File: src/rtl/pipe_ctrl.sv
// Pipeline stall/flush/redirect controller with exception FSM; stall/flush/new_pc are zero-latency combinational, EPC/cause/FSM update on the edge.
// mem_busy_i freezes the whole pipe and blocks events; optional interrupt entry under `PIPE_CTRL_INT_EN` (ports irq_i, ie_o).
module pipe_ctrl #(
  parameter int ADD_WIDTH      = 30,
  parameter int EXP_CODE_WIDTH = 3,
  parameter logic [ADD_WIDTH-1:0] EXC_VECTOR = 'h10
) (
  input  logic                      clk_i,
  input  logic                      rst_n_i,
  input  logic                      if_busy_i,
  input  logic                      mem_busy_i,
  input  logic                      ld_hazard_i,
  input  logic                      mem_en_i,
  input  logic [ADD_WIDTH-1:0]      mem_pc_i,
  input  logic [EXP_CODE_WIDTH-1:0] mem_exp_code_i,
  input  logic                      mem_eret_i,
`ifdef PIPE_CTRL_INT_EN
  input  logic                      irq_i,
  output logic                      ie_o,
`endif
  output logic                      if_stall_o,
  output logic                      id_stall_o,
  output logic                      ex_stall_o,
  output logic                      mem_stall_o,
  output logic                      if_flush_o,
  output logic                      id_flush_o,
  output logic                      ex_flush_o,
  output logic                      mem_flush_o,
  output logic [ADD_WIDTH-1:0]      new_pc_o,
  output logic [ADD_WIDTH-1:0]      epc_o,
  output logic [EXP_CODE_WIDTH-1:0] exp_code_o,
  output logic                      in_handler_o,
  output logic                      dbl_fault_o
);

  typedef enum logic {ST_RUN = 1'b0, ST_HANDLER = 1'b1} state_t;

  state_t                    r_state;
  state_t                    w_state_nxt;
  logic [ADD_WIDTH-1:0]      r_epc;
  logic [EXP_CODE_WIDTH-1:0] r_exp_code;
  logic                      r_dbl_fault;
  logic                      w_exp;
  logic                      w_irq;
  logic                      w_take;
  logic                      w_eret;

  assign w_exp  = mem_en_i & (|mem_exp_code_i) & ~mem_busy_i;
  assign w_eret = mem_en_i & mem_eret_i & ~(|mem_exp_code_i) & ~mem_busy_i &
                  (r_state == ST_HANDLER);

`ifdef PIPE_CTRL_INT_EN
  logic r_ie;

  // Interrupt is taken on a clean MEM instruction, which is flushed and replayed after ERET.
  assign w_irq = (r_state == ST_RUN) & r_ie & irq_i & mem_en_i & ~mem_busy_i &
                 ~(|mem_exp_code_i);
  assign ie_o  = r_ie;

  always_ff @(posedge clk_i or negedge rst_n_i) begin
    if (!rst_n_i) begin
      r_ie <= 1'b1;
    end else if ((r_state == ST_RUN) && (w_exp || w_irq)) begin
      r_ie <= 1'b0;
    end else if (w_eret) begin
      r_ie <= 1'b1;
    end
  end
`else
  assign w_irq = 1'b0;
`endif

  assign w_take = w_exp | w_irq;

  always_ff @(posedge clk_i or negedge rst_n_i) begin
    if (!rst_n_i) begin
      r_state <= ST_RUN;
    end else begin
      r_state <= w_state_nxt;
    end
  end

  always_comb begin
    w_state_nxt = r_state;
    case (r_state)
      ST_RUN:     if (w_take) w_state_nxt = ST_HANDLER;
      ST_HANDLER: if (w_eret) w_state_nxt = ST_RUN;
      default:    w_state_nxt = ST_RUN;
    endcase
  end

  always_ff @(posedge clk_i or negedge rst_n_i) begin
    if (!rst_n_i) begin
      r_epc       <= '0;
      r_exp_code  <= '0;
      r_dbl_fault <= 1'b0;
    end else begin
      if ((r_state == ST_RUN) && w_take) begin
        r_epc      <= mem_pc_i;
        r_exp_code <= w_exp ? mem_exp_code_i : {EXP_CODE_WIDTH{1'b1}};
      end
      // Nested fault keeps the original EPC/cause so the first handler can still report it.
      if ((r_state == ST_HANDLER) && w_exp) begin
        r_dbl_fault <= 1'b1;
      end
    end
  end

  always_comb begin
    if_stall_o   = 1'b0;
    id_stall_o   = 1'b0;
    ex_stall_o   = 1'b0;
    mem_stall_o  = 1'b0;
    if_flush_o   = 1'b0;
    id_flush_o   = 1'b0;
    ex_flush_o   = 1'b0;
    mem_flush_o  = 1'b0;
    new_pc_o     = '0;
    in_handler_o = (r_state == ST_HANDLER);
    if (rst_n_i) begin
      if (mem_busy_i) begin
        if_stall_o  = 1'b1;
        id_stall_o  = 1'b1;
        ex_stall_o  = 1'b1;
        mem_stall_o = 1'b1;
      end else if (w_take || w_eret) begin
        if_flush_o  = 1'b1;
        id_flush_o  = 1'b1;
        ex_flush_o  = 1'b1;
        mem_flush_o = 1'b1;
        new_pc_o    = w_take ? EXC_VECTOR : r_epc;
      end else if (ld_hazard_i) begin
        if_stall_o = 1'b1;
        id_stall_o = 1'b1;
        ex_flush_o = 1'b1;
      end else if (if_busy_i) begin
        if_stall_o = 1'b1;
        id_flush_o = 1'b1;
      end
    end
  end

  assign epc_o       = r_epc;
  assign exp_code_o  = r_exp_code;
  assign dbl_fault_o = r_dbl_fault;

endmodule

File: config.mk
export PLATFORM = sky130hd
export DESIGN_NAME = pipe_ctrl
export DESIGN_NICKNAME = d
export VERILOG_FILES = /design/src/rtl/pipe_ctrl.sv
export SDC_FILE = /design/constraint.sdc
export NUM_CORES = 1
export LEC_CHECK = 0
export ABC_AREA = 1
export CELL_PAD_IN_SITES_DETAIL_PLACEMENT = 1
export CELL_PAD_IN_SITES_GLOBAL_PLACEMENT = 1
export CORE_AREA = 10 10 97 99
export CTS_CLUSTER_DIAMETER = 80
export DETAILED_ROUTE_END_ITERATION = 10
export DIE_AREA = 0 0 107 109
export GPL_TIMING_DRIVEN = 0
export PLACE_DENSITY = 0.85
export SYNTH_ARGS = -nofsm -noshare
export SYNTH_HDL_FRONTEND = slang
export SYNTH_SLANG_ARGS = --single-unit
File: constraint.sdc
create_clock -name clk_i -period 1.45 [get_ports clk_i]
set_input_delay 0.145 -clock clk_i [delete_from_list [all_inputs] [get_ports clk_i]]
set_output_delay 0.145 -clock clk_i [all_outputs]
set_load 0.02 [all_outputs]
==> out/qor.csv, run 1 <==
metric,value,unit
sequential area share after synthesis,45.7,%
hold crit path type,in2reg,
CTS tree,built,
antenna violations before repair,0,
max_cap viols,0,
Post-Syn Instances,246,
WL final,8640,um
CTS root buf,clkbuf_8,
fin. max-slew vios,0,
register-to-register setup slack,0.10,ns
pin slew with the least headroom to its limit,0.269,ns
CP required,1.31,ns
CP max FO,6,
final setup margin,-0.181,ns
"Distinct cells, synth",23,
failing checks,setup timing,
Final min period,1.63,ns
status,"complete, but fails checks",
htree depth,2,
reg2reg path depth,7,
grt ovf,0,
top-level port count,113,
peak supply drop,0.670,mV
Die Span X,107,um
"CP delay by family, top",simple AND/OR/NAND/NOR gates,
unrepaired setup endpoints after global routing,true,
Synth Register Bits,35,
Clock Tree Buf Depth,2,
layout net count,426,
Power Density,1230,nW/um^2
"slowest stage cell, crit path",dfrtp_2,
Mapped Nets,286,
post-synth top area cell,dfrtp_1,
fin cells,489,
Synth Flop Type,dfrtp_1,
vias in the first global route,2363,
arrival time of the worst setup path,1.49,ns
P_sw,0.00181,W
Crit. End Element,output port,
clock power share,20.0,%
post-route ant nets,0,
CP Depth,6,
worst clock skew,0.00414,ns
total track usage,14.8,%
Pwr Total,0.00463,W
Num CTS Buffers,5,
Combinational Power Share,46.2,%
Synth top area share,45.7,%
vias per inst,4.30,
router iterations before antenna repair,4,
Placeable Area,7530,um^2
hpwl dp,6010,um
Setup-failing EPs final,36,
internal power,0.00282,W
Top Layer Used,met4,
met2 WL post-DR,4580,um
switch share,39.1,%
Placer Congestion,0.738,
Most Frequent Cell on Critical Path,buf_4,
Critical Path Source,in_handler_o,
share of cells above drive strength 1,32.3,%
Mapped Area,1920,um^2
"EDFF count, synth",0,
pin count of the biggest net entering global routing,36,
RR Startpoint,in_handler_o,
share of async-settable or async-resettable flops after synthesis,100,%
IO buf count,112,
hold path cells,3,
leakage,2.21,nW
starting DRC count in detailed routing,83,
die area,11700,um^2
fmax,0.613,GHz
CP Buf/Inv Count,2,
vias,2105,
warnings from Yosys,0,
Worst path max stage delay,0.38,ns
met3 wire len,580,um
Placement Rows,32,
CP cell instances,nand4_1 -> nand2_4 -> nand2_8 -> buf_4 -> nor2_1 -> buf_4,
n_diodes,0,
DP Cell Count,460,
first-pass GRT wire length,13500,um
# DRC,0,
CP Launch Type,flop,
top post-synthesis cells by area,"dfrtp_1, nand2_1, inv_1, nand4_1, o21ai_1",
period utilization,112,%
area grow syn2layout,96.0,%
min-delay src,mem_exp_code_i[1],
sequential power share,33.8,%
Clock Latency Late Sink,0.29,ns
endpoints failing hold,0,
post-DR wirelength/cell,17.7,um
syn avg cell area,7.79,um^2
worst setup path class,reg2out,
Die Ht,109,um
initial core utilization,25.5,%
relative max-transition margin,82.2,%
clk sinks,35,
CTS clock-pin slew for the worst setup and hold paths,0.07,ns
M1 wire length,3410,um
-- state kept, by name, summed over array words and instances, names as in the netlist --
register	count
dbl_fault_o	1
exp_code_o	3
in_handler_o	1
epc_o	30
-- synthesized netlist by cell type, types with 2 or more instances --
| master | count |
|---|---|
| nand2_1 | 57 |
| inv_1 | 55 |
| dfrtp_1 | 35 |
| o21ai_1 | 20 |
| nand4_1 | 16 |
| nor2_1 | 10 |
| nor2_2 | 10 |
| o21ai_2 | 10 |
| buf_6 | 6 |
| buf_2 | 4 |
| buf_4 | 4 |
| o21ai_0 | 4 |
| nand3_1 | 3 |
| inv_2 | 2 |
| nand2_2 | 2 |
-- layer usage --
layer	vias up	track usage, %
met4	0	3.09
met5	-	0
met2	67	27.3
li1	1021	-
met3	6	5.19
met1	1011	16.1
-- path summary, 6_finish.rpt --
kind | endpoint
setup / recovery | new_pc_o[4]
hold / removal | exp_code_o[1]
setup reg to reg | epc_o[9]
hold reg to reg | exp_code_o[1]
max in group asynchronous | epc_o[11]
min in group asynchronous | dbl_fault_o
-- final cells by class --
cell class,count,area (um^2)
clock buffers,6,82.6
fillers,895,3770
multi-input cells,138,836
flip-flops and latches,35,877
plain buffers,16,174
repair buffers,133,1410
well taps,102,128
clock inverters,2,35.0
inverters,57,219
-- cells by family (layout without fill, tap and decap cells) --
logic type | Yosys count | count (layout) | share of synthesized area (%)
buffers and inverters | 73 | 214 | 17.7
flip-flops | 35 | 35 | 45.7
AO/OA/AOI/OAI | 36 | 36 | 11.5
AND/OR/NAND/NOR | 102 | 102 | 25.1
-- stage by stage --
step                utilization, %  setup slack (ns)  setup TNS [ns]  hold WS, ns  instance area, um^2
finish                        49.9            -0.181           -3.77        0.192                 3760
global route                  49.9            -0.238           -6.58        0.211                 3760
CTS                           48.9            -0.206           -3.12        0.188                 3680
detailed placement            42.0             -1.28          -43.20        0.315                 3160
global placement              42.1             -2.33         -107.39        0.460                 3170
floorplan                        -           0.00454               0       -0.151                 1920
-- layout by cell type (no fill, tap or decap), drive strengths merged --
cell | Yosys | final
clkdlybuf4s15 | 0 | 3
inv | 57 | 57
dlygate4sd3 | 0 | 1
nand3 | 4 | 4
bufinv | 0 | 1
nand3b | 1 | 1
nand2 | 60 | 60
a21oi | 1 | 1
nand4 | 16 | 16
bufbuf | 0 | 1
clkinv | 0 | 1
buf | 15 | 71
dlymetal6s2s | 0 | 21
o21ai | 34 | 34
dlygate4sd2 | 0 | 17
o21bai | 1 | 1
dfrtp | 35 | 35
nor2 | 21 | 21
clkdlybuf4s50 | 0 | 34
clkbuf | 1 | 7
-- tightest hold or removal path: stages --
cell	delay, ns
clkdlybuf4s15_2	0.19
inv_1	0.05
o21ai_1	0.06
-- timing repair --
action / in CTS / in global routing
hold endpoints to repair: 35 / 0
resized for setup: 272 / 37
gates cloned: 3 / 0
setup endpoints to repair: 51 / 65
pin swaps: 10 / 7
hold buffers: 3 / 0
setup buffers: 15 / 3
-- power by group through the flow --
stage          combinational, W  sequential (W)  clock [W]
2_1_floorplan          0.000576         0.00197          0
3_3_place_gp            0.00204         0.00156          0
3_5_place_dp            0.00209         0.00159          0
4_1_cts                 0.00219         0.00157   0.000956
5_1_grt                 0.00232         0.00161    0.00100
6_report                0.00214         0.00156   0.000928
Note: power is estimated with default switching activity, not from simulation.
==> inputs of run 2 (changes only) <==
--- a/config.mk
+++ b/config.mk
@@ -8,10 +8,10 @@
 export ABC_AREA = 1
 export CELL_PAD_IN_SITES_DETAIL_PLACEMENT = 1
 export CELL_PAD_IN_SITES_GLOBAL_PLACEMENT = 1
-export CORE_AREA = 10 10 97 99
+export CORE_AREA = 2 2 89 91
 export CTS_CLUSTER_DIAMETER = 80
 export DETAILED_ROUTE_END_ITERATION = 10
-export DIE_AREA = 0 0 107 109
+export DIE_AREA = 0 0 91 93
 export GPL_TIMING_DRIVEN = 0
 export PLACE_DENSITY = 0.85
 export SYNTH_ARGS = -nofsm -noshare
==> run 2 against run 1 <==
  * The run still ends with setup timing left
  * Core utilization is 0.88 points lower
  * Clock skew is 0.0038 ns higher
  * Hold slack worse by 0.0093 ns
  * Die area is 27% lower
  * Combinational power is 2% lower
  * Power is 3.3% lower
  * Sequential share of layout area is 0.42 points higher
  * Global-route usage is 3.1 points higher
  * Non-clock buffer count is 1 lower
  * Sequential cell count stayed put
  * Clock power is 13% lower
  * Sequential power hardly changed
  * Largest cell class unchanged
  * Largest power group unchanged
  * Highest routed layer unchanged
==> out/qor.csv, run 2 (synthesized netlist as in run 1, its figures left out) <==
metric,value,unit
leakage,2.14,nW
top-level port count,113,
IO buf count,112,
CTS tree,built,
Worst path max stage delay,0.37,ns
peak supply drop,0.651,mV
starting DRC count in detailed routing,59,
Clock Latency Late Sink,0.29,ns
pin count of the biggest net entering global routing,36,
Clock Tree Buf Depth,2,
Layout fillers,928,
CP required,1.31,ns
Crit. End Element,output port,
clk sinks,35,
hold crit path type,in2reg,
initial core utilization,25.5,%
fin. max-slew vios,0,
pin slew with the least headroom to its limit,0.512,ns
max_cap viols,0,
layout net count,425,
final setup margin,-0.156,ns
vias,2103,
Num CTS Buffers,5,
area grow syn2layout,92.6,%
period utilization,111,%
share of cells above drive strength 1,31.9,%
htree depth,2,
hpwl dp,5300,um
CP cell instances,nand4_1 -> nand2_4 -> nand2_8 -> buf_4 -> nor2_1 -> buf_4,
router iterations before antenna repair,4,
Setup-failing EPs final,31,
vias in the first global route,2255,
Die Ht,93,um
n_diodes,0,
most frequent cells in the layout,"inv_1, nand2_1, clkdlybuf4s50_1, dfrtp_1, buf_6",
CP Launch Type,flop,
Final min period,1.61,ns
grt ovf,0,
arrival time of the worst setup path,1.46,ns
antenna violations before repair,0,
Die Span X,91,um
worst clock skew,0.00798,ns
CTS clock-pin slew for the worst setup and hold paths,0.07,ns
first-pass GRT wire length,11700,um
die area,8460,um^2
relative max-transition margin,65.9,%
CP max FO,8,
WL final,7670,um
Placement Rows,32,
fmax,0.623,GHz
final core occ,49.0,%
"slowest stage cell, crit path",dfrtp_2,
post-route ant nets,0,
Pwr Total,0.00448,W
Hold Slack,0.183,ns
vias per inst,4.31,
"most common cell after layout, fill and taps aside",inv_1,
endpoints failing hold,0,
failing checks,setup timing,
Largest register FFs,30,
Placeable Area,7530,um^2
# DRC,0,
"CP delay by family, top",simple AND/OR/NAND/NOR gates,
Most Frequent Cell on Critical Path,buf_4,
CP Buf/Inv Count,2,
Power Density,1210,nW/um^2
worst setup path class,reg2out,
register-to-register setup slack,0.09,ns
total track usage,17.9,%
unrepaired setup endpoints after global routing,true,
CTS root buf,clkbuf_8,
post-DR wirelength/cell,15.7,um
Placer Congestion,0.709,
status,"complete, but fails checks",
run 2: cell count changes in the layout (fill, tap and decap cells not counted), moves of 3 or more:
cell             before  now
dlymetal6s2s_1       21   17
dlygate4sd2_1        17   20
nand2_1              54   50
clkdlybuf4s50_1      34   38
nor2_1                4    7
nand2_2               2    6
run 2: worst min-delay path, stage by stage:
cell and delay (ns):
dlymetal6s2s_1 0.13, inv_2 0.07, o21ai_1 0.07
run 2: area by class of cell:
class | instances | area (um^2) | area share (%)
Buffer | 16 | 173 | 4.68
Clock buffer | 7 | 96.3 | 2.61
Clock inverter | 1 | 7.51 | 0.203
Inverter | 57 | 216 | 5.86
Multi-Input combinational cell | 138 | 830 | 22.5
Sequential cell | 35 | 877 | 23.8
Tap cell | 102 | 128 | 3.46
Timing Repair Buffer | 132 | 1360 | 36.9
run 2: report_power, final:
part / switching [W] / internal (W)
registers: 0.000273 / 0.00131
logic: 0.00115 / 0.000945
clock network: 0.000370 / 0.000432
total: 0.00179 / 0.00269
run 2: timing repair:
action / CTS / global route
cloned: 1 / 1
buffers inserted: 12 / 4
endpoints found under the setup margin: 51 / 52
hold buffers: 2 / 0
pin swaps: 11 / 5
gates resized for setup: 245 / 48
endpoints found under the hold margin: 35 / 0
run 2: stage by stage:
| stage | cells | setup WS [ns] | instance area (um^2) | setup TNS, ns |
|---|---|---|---|---|
| after floorplan | 246 | 0.00454 | 1920 | 0 |
| after global placement | 460 | -2.28 | 3170 | -102.92 |
| after detailed placement | 460 | -1.25 | 3160 | -40.89 |
| after CTS | 483 | -0.154 | 3470 | -2.68 |
| after global routing | 488 | -0.208 | 3690 | -4.93 |
| final | 488 | -0.156 | 3690 | -2.39 |
run 2: per-layer routing:
| metal | share of wire [%] | GRT usage, % | vias up | routed length, um |
|---|---|---|---|---|
| li1 | - | - | 1026 | - |
| met1 | 39 | 20.5 | 997 | 2990 |
| met2 | 54 | 33.1 | 72 | 4140 |
| met3 | 5.1 | 4.11 | 8 | 394 |
| met4 | 1.8 | 5.56 | 0 | 137 |
| met5 | 0 | 0 | - | 0 |
run 2: final timing paths:
kind / start / end / cells after the start
setup / recovery: in_handler_o / new_pc_o[3] / 6
hold / removal: mem_exp_code_i[0] / exp_code_o[0] / 3
setup reg to reg: in_handler_o / exp_code_o[1] / 7
hold reg to reg: dbl_fault_o / dbl_fault_o / 1
max in group asynchronous: rst_n_i / in_handler_o / 3
min in group asynchronous: rst_n_i / exp_code_o[1] / 3
==> inputs of run 3 (changes only) <==
--- a/config.mk
+++ b/config.mk
@@ -6,6 +6,7 @@
 export NUM_CORES = 1
 export LEC_CHECK = 0
 export ABC_AREA = 1
+export CAP_MARGIN = 25
 export CELL_PAD_IN_SITES_DETAIL_PLACEMENT = 1
 export CELL_PAD_IN_SITES_GLOBAL_PLACEMENT = 1
 export CORE_AREA = 2 2 89 91
@@ -14,6 +15,7 @@
 export DIE_AREA = 0 0 91 93
 export GPL_TIMING_DRIVEN = 0
 export PLACE_DENSITY = 0.85
+export SKIP_LAST_GASP = 1
 export SYNTH_ARGS = -nofsm -noshare
 export SYNTH_HDL_FRONTEND = slang
 export SYNTH_SLANG_ARGS = --single-unit
==> run 3 against run 2 <==
  * The flow still finishes with violations (setup timing)
  * Die area is the same
  * Global-route usage is 0.17 points lower
  * Final cell count shrank 0.20%
  * Critical path depth unchanged
  * Worst setup slack improved by 0.014 ns
  * Clock-buffer cell count stayed put
  * Hold slack worse by 0.0012 ns
  * Maximum frequency grew 0.89%
  * Sequential power barely moved
  * Sequential cell count did not move
  * Combinational power about the same
  * Clock power about the same
  * Largest power group unchanged
==> out/qor.csv, run 3 (synthesized netlist as in run 1, its figures left out) <==
metric,value,unit
worst setup path class,reg2out,
CTS tree,built,
multi-input logic area,800,um^2
CP Launch Type,flop,
max_cap viols,0,
fin. max-slew vios,0,
Placer Congestion,0.709,
failing checks,setup timing,
# DRC,0,
n_diodes,0,
clk sinks,35,
vias,2109,
starting DRC count in detailed routing,54,
area grow syn2layout,89.4,%
Clock Latency Late Sink,0.29,ns
CTS clock-pin slew for the worst setup and hold paths,0.07,ns
leakage,2.15,nW
Pwr Total,0.00444,W
register area,877,um^2
CP max FO,8,
grt ovf,0,
Die Ht,93,um
die area,8460,um^2
vias per inst,4.33,
post-DR wirelength/cell,15.6,um
status,"complete, but fails checks",
layout net count,424,
Clock Tree Buf Depth,2,
Die Span X,91,um
Setup-failing EPs final,36,
total negative setup slack,-3.05,ns
IO buf count,112,
pin count of the biggest net entering global routing,36,
fmax,0.628,GHz
unrepaired setup endpoints after global routing,true,
pin slew with the least headroom to its limit,0.545,ns
CTS root buf,clkbuf_8,
Layout fillers,932,
share of cells above drive strength 1,30.9,%
"most common cell after layout, fill and taps aside",nand2_1,
peak supply drop,0.631,mV
total track usage,17.7,%
relative max-transition margin,63.6,%
DP Cell Count,460,
vias in the first global route,2244,
Largest register FFs,30,
Placeable Area,7530,um^2
post-route ant nets,0,
Crit. End Element,output port,
fin cells,487,
first-pass GRT wire length,11600,um
placed inst area,3160,um^2
final instance area,3630,um^2
initial core utilization,25.5,%
top-level port count,113,
period utilization,110,%
htree depth,2,
router iterations before antenna repair,4,
Placement Rows,32,
worst clock skew,0.0111,ns
hpwl dp,5300,um
antenna violations before repair,0,
arrival time of the worst setup path,1.45,ns
WL final,7600,um
endpoints failing hold,0,
Num CTS Buffers,5,
Power Density,1220,nW/um^2
Final min period,1.59,ns
most frequent cells in the layout,"nand2_1, inv_1, clkdlybuf4s50_1, dfrtp_1, buf_4",
CP required,1.31,ns
final setup margin,-0.141,ns
hold crit path type,in2reg,
-- run 3: critical path: stages (launching register included) --
cell     delay, ns
dfrtp_2       0.37
nand4_1       0.16
nand2_4       0.15
nand2_8       0.09
buf_12        0.16
nor2_4        0.11
buf_6         0.12
-- run 3: final cells by class --
cell class	count	share of cell area, %
Sequential cell	35	24.2
Buffer	16	4.76
Clock inverter	1	0.207
Multi-Input combinational cell	138	22.0
Inverter	57	6.03
Timing Repair Buffer	131	36.7
Tap cell	102	3.51
Clock buffer	7	2.65
-- run 3: power by group --
part | internal, W | switching [W]
clock network | 0.000432 | 0.000370
logic | 0.000930 | 0.00113
registers | 0.00131 | 0.000267
total | 0.00267 | 0.00176
-- run 3: final timing paths --
kind | from | end | slack (ns) | depth (start not counted)
min in group asynchronous | rst_n_i | exp_code_o[1] | 0.39 | 3
setup / recovery | in_handler_o | new_pc_o[25] | -0.14 | 6
hold / removal | mem_exp_code_i[0] | exp_code_o[0] | 0.18 | 3
hold reg to reg | dbl_fault_o | dbl_fault_o | 0.49 | 1
max in group asynchronous | rst_n_i | in_handler_o | 0.85 | 3
setup reg to reg | in_handler_o | epc_o[6] | 0.12 | 5
-- run 3: what timing repair did --
action | CTS | global route
pin swaps | 10 | 7
setup endpoints to repair | 51 | 56
cloned | 1 | 2
endpoints found under the hold margin | 35 | 0
hold buffers | 2 | 0
gates resized for setup | 232 | 48
buffers inserted | 12 | 2
-- run 3: routing by layer --
layer  up-vias  wire (um)  GRT usage, %
met2        72       3960          32.9
met5         -          0             0
met1       999       3130          20.3
met4         0        132          5.43
li1       1030          -             -
met3         8        382          3.95
-- run 3: through the flow --
stage | utilization (%) | setup WS, ns | hold slack (ns)
2_1_floorplan | - | 0.00454 | -0.151
3_3_place_gp | 42.1 | -2.28 | 0.461
3_5_place_dp | 42.0 | -1.25 | 0.302
4_1_cts | 45.7 | -0.154 | 0.245
5_1_grt | 48.2 | -0.216 | 0.179
6_report | 48.2 | -0.141 | 0.182
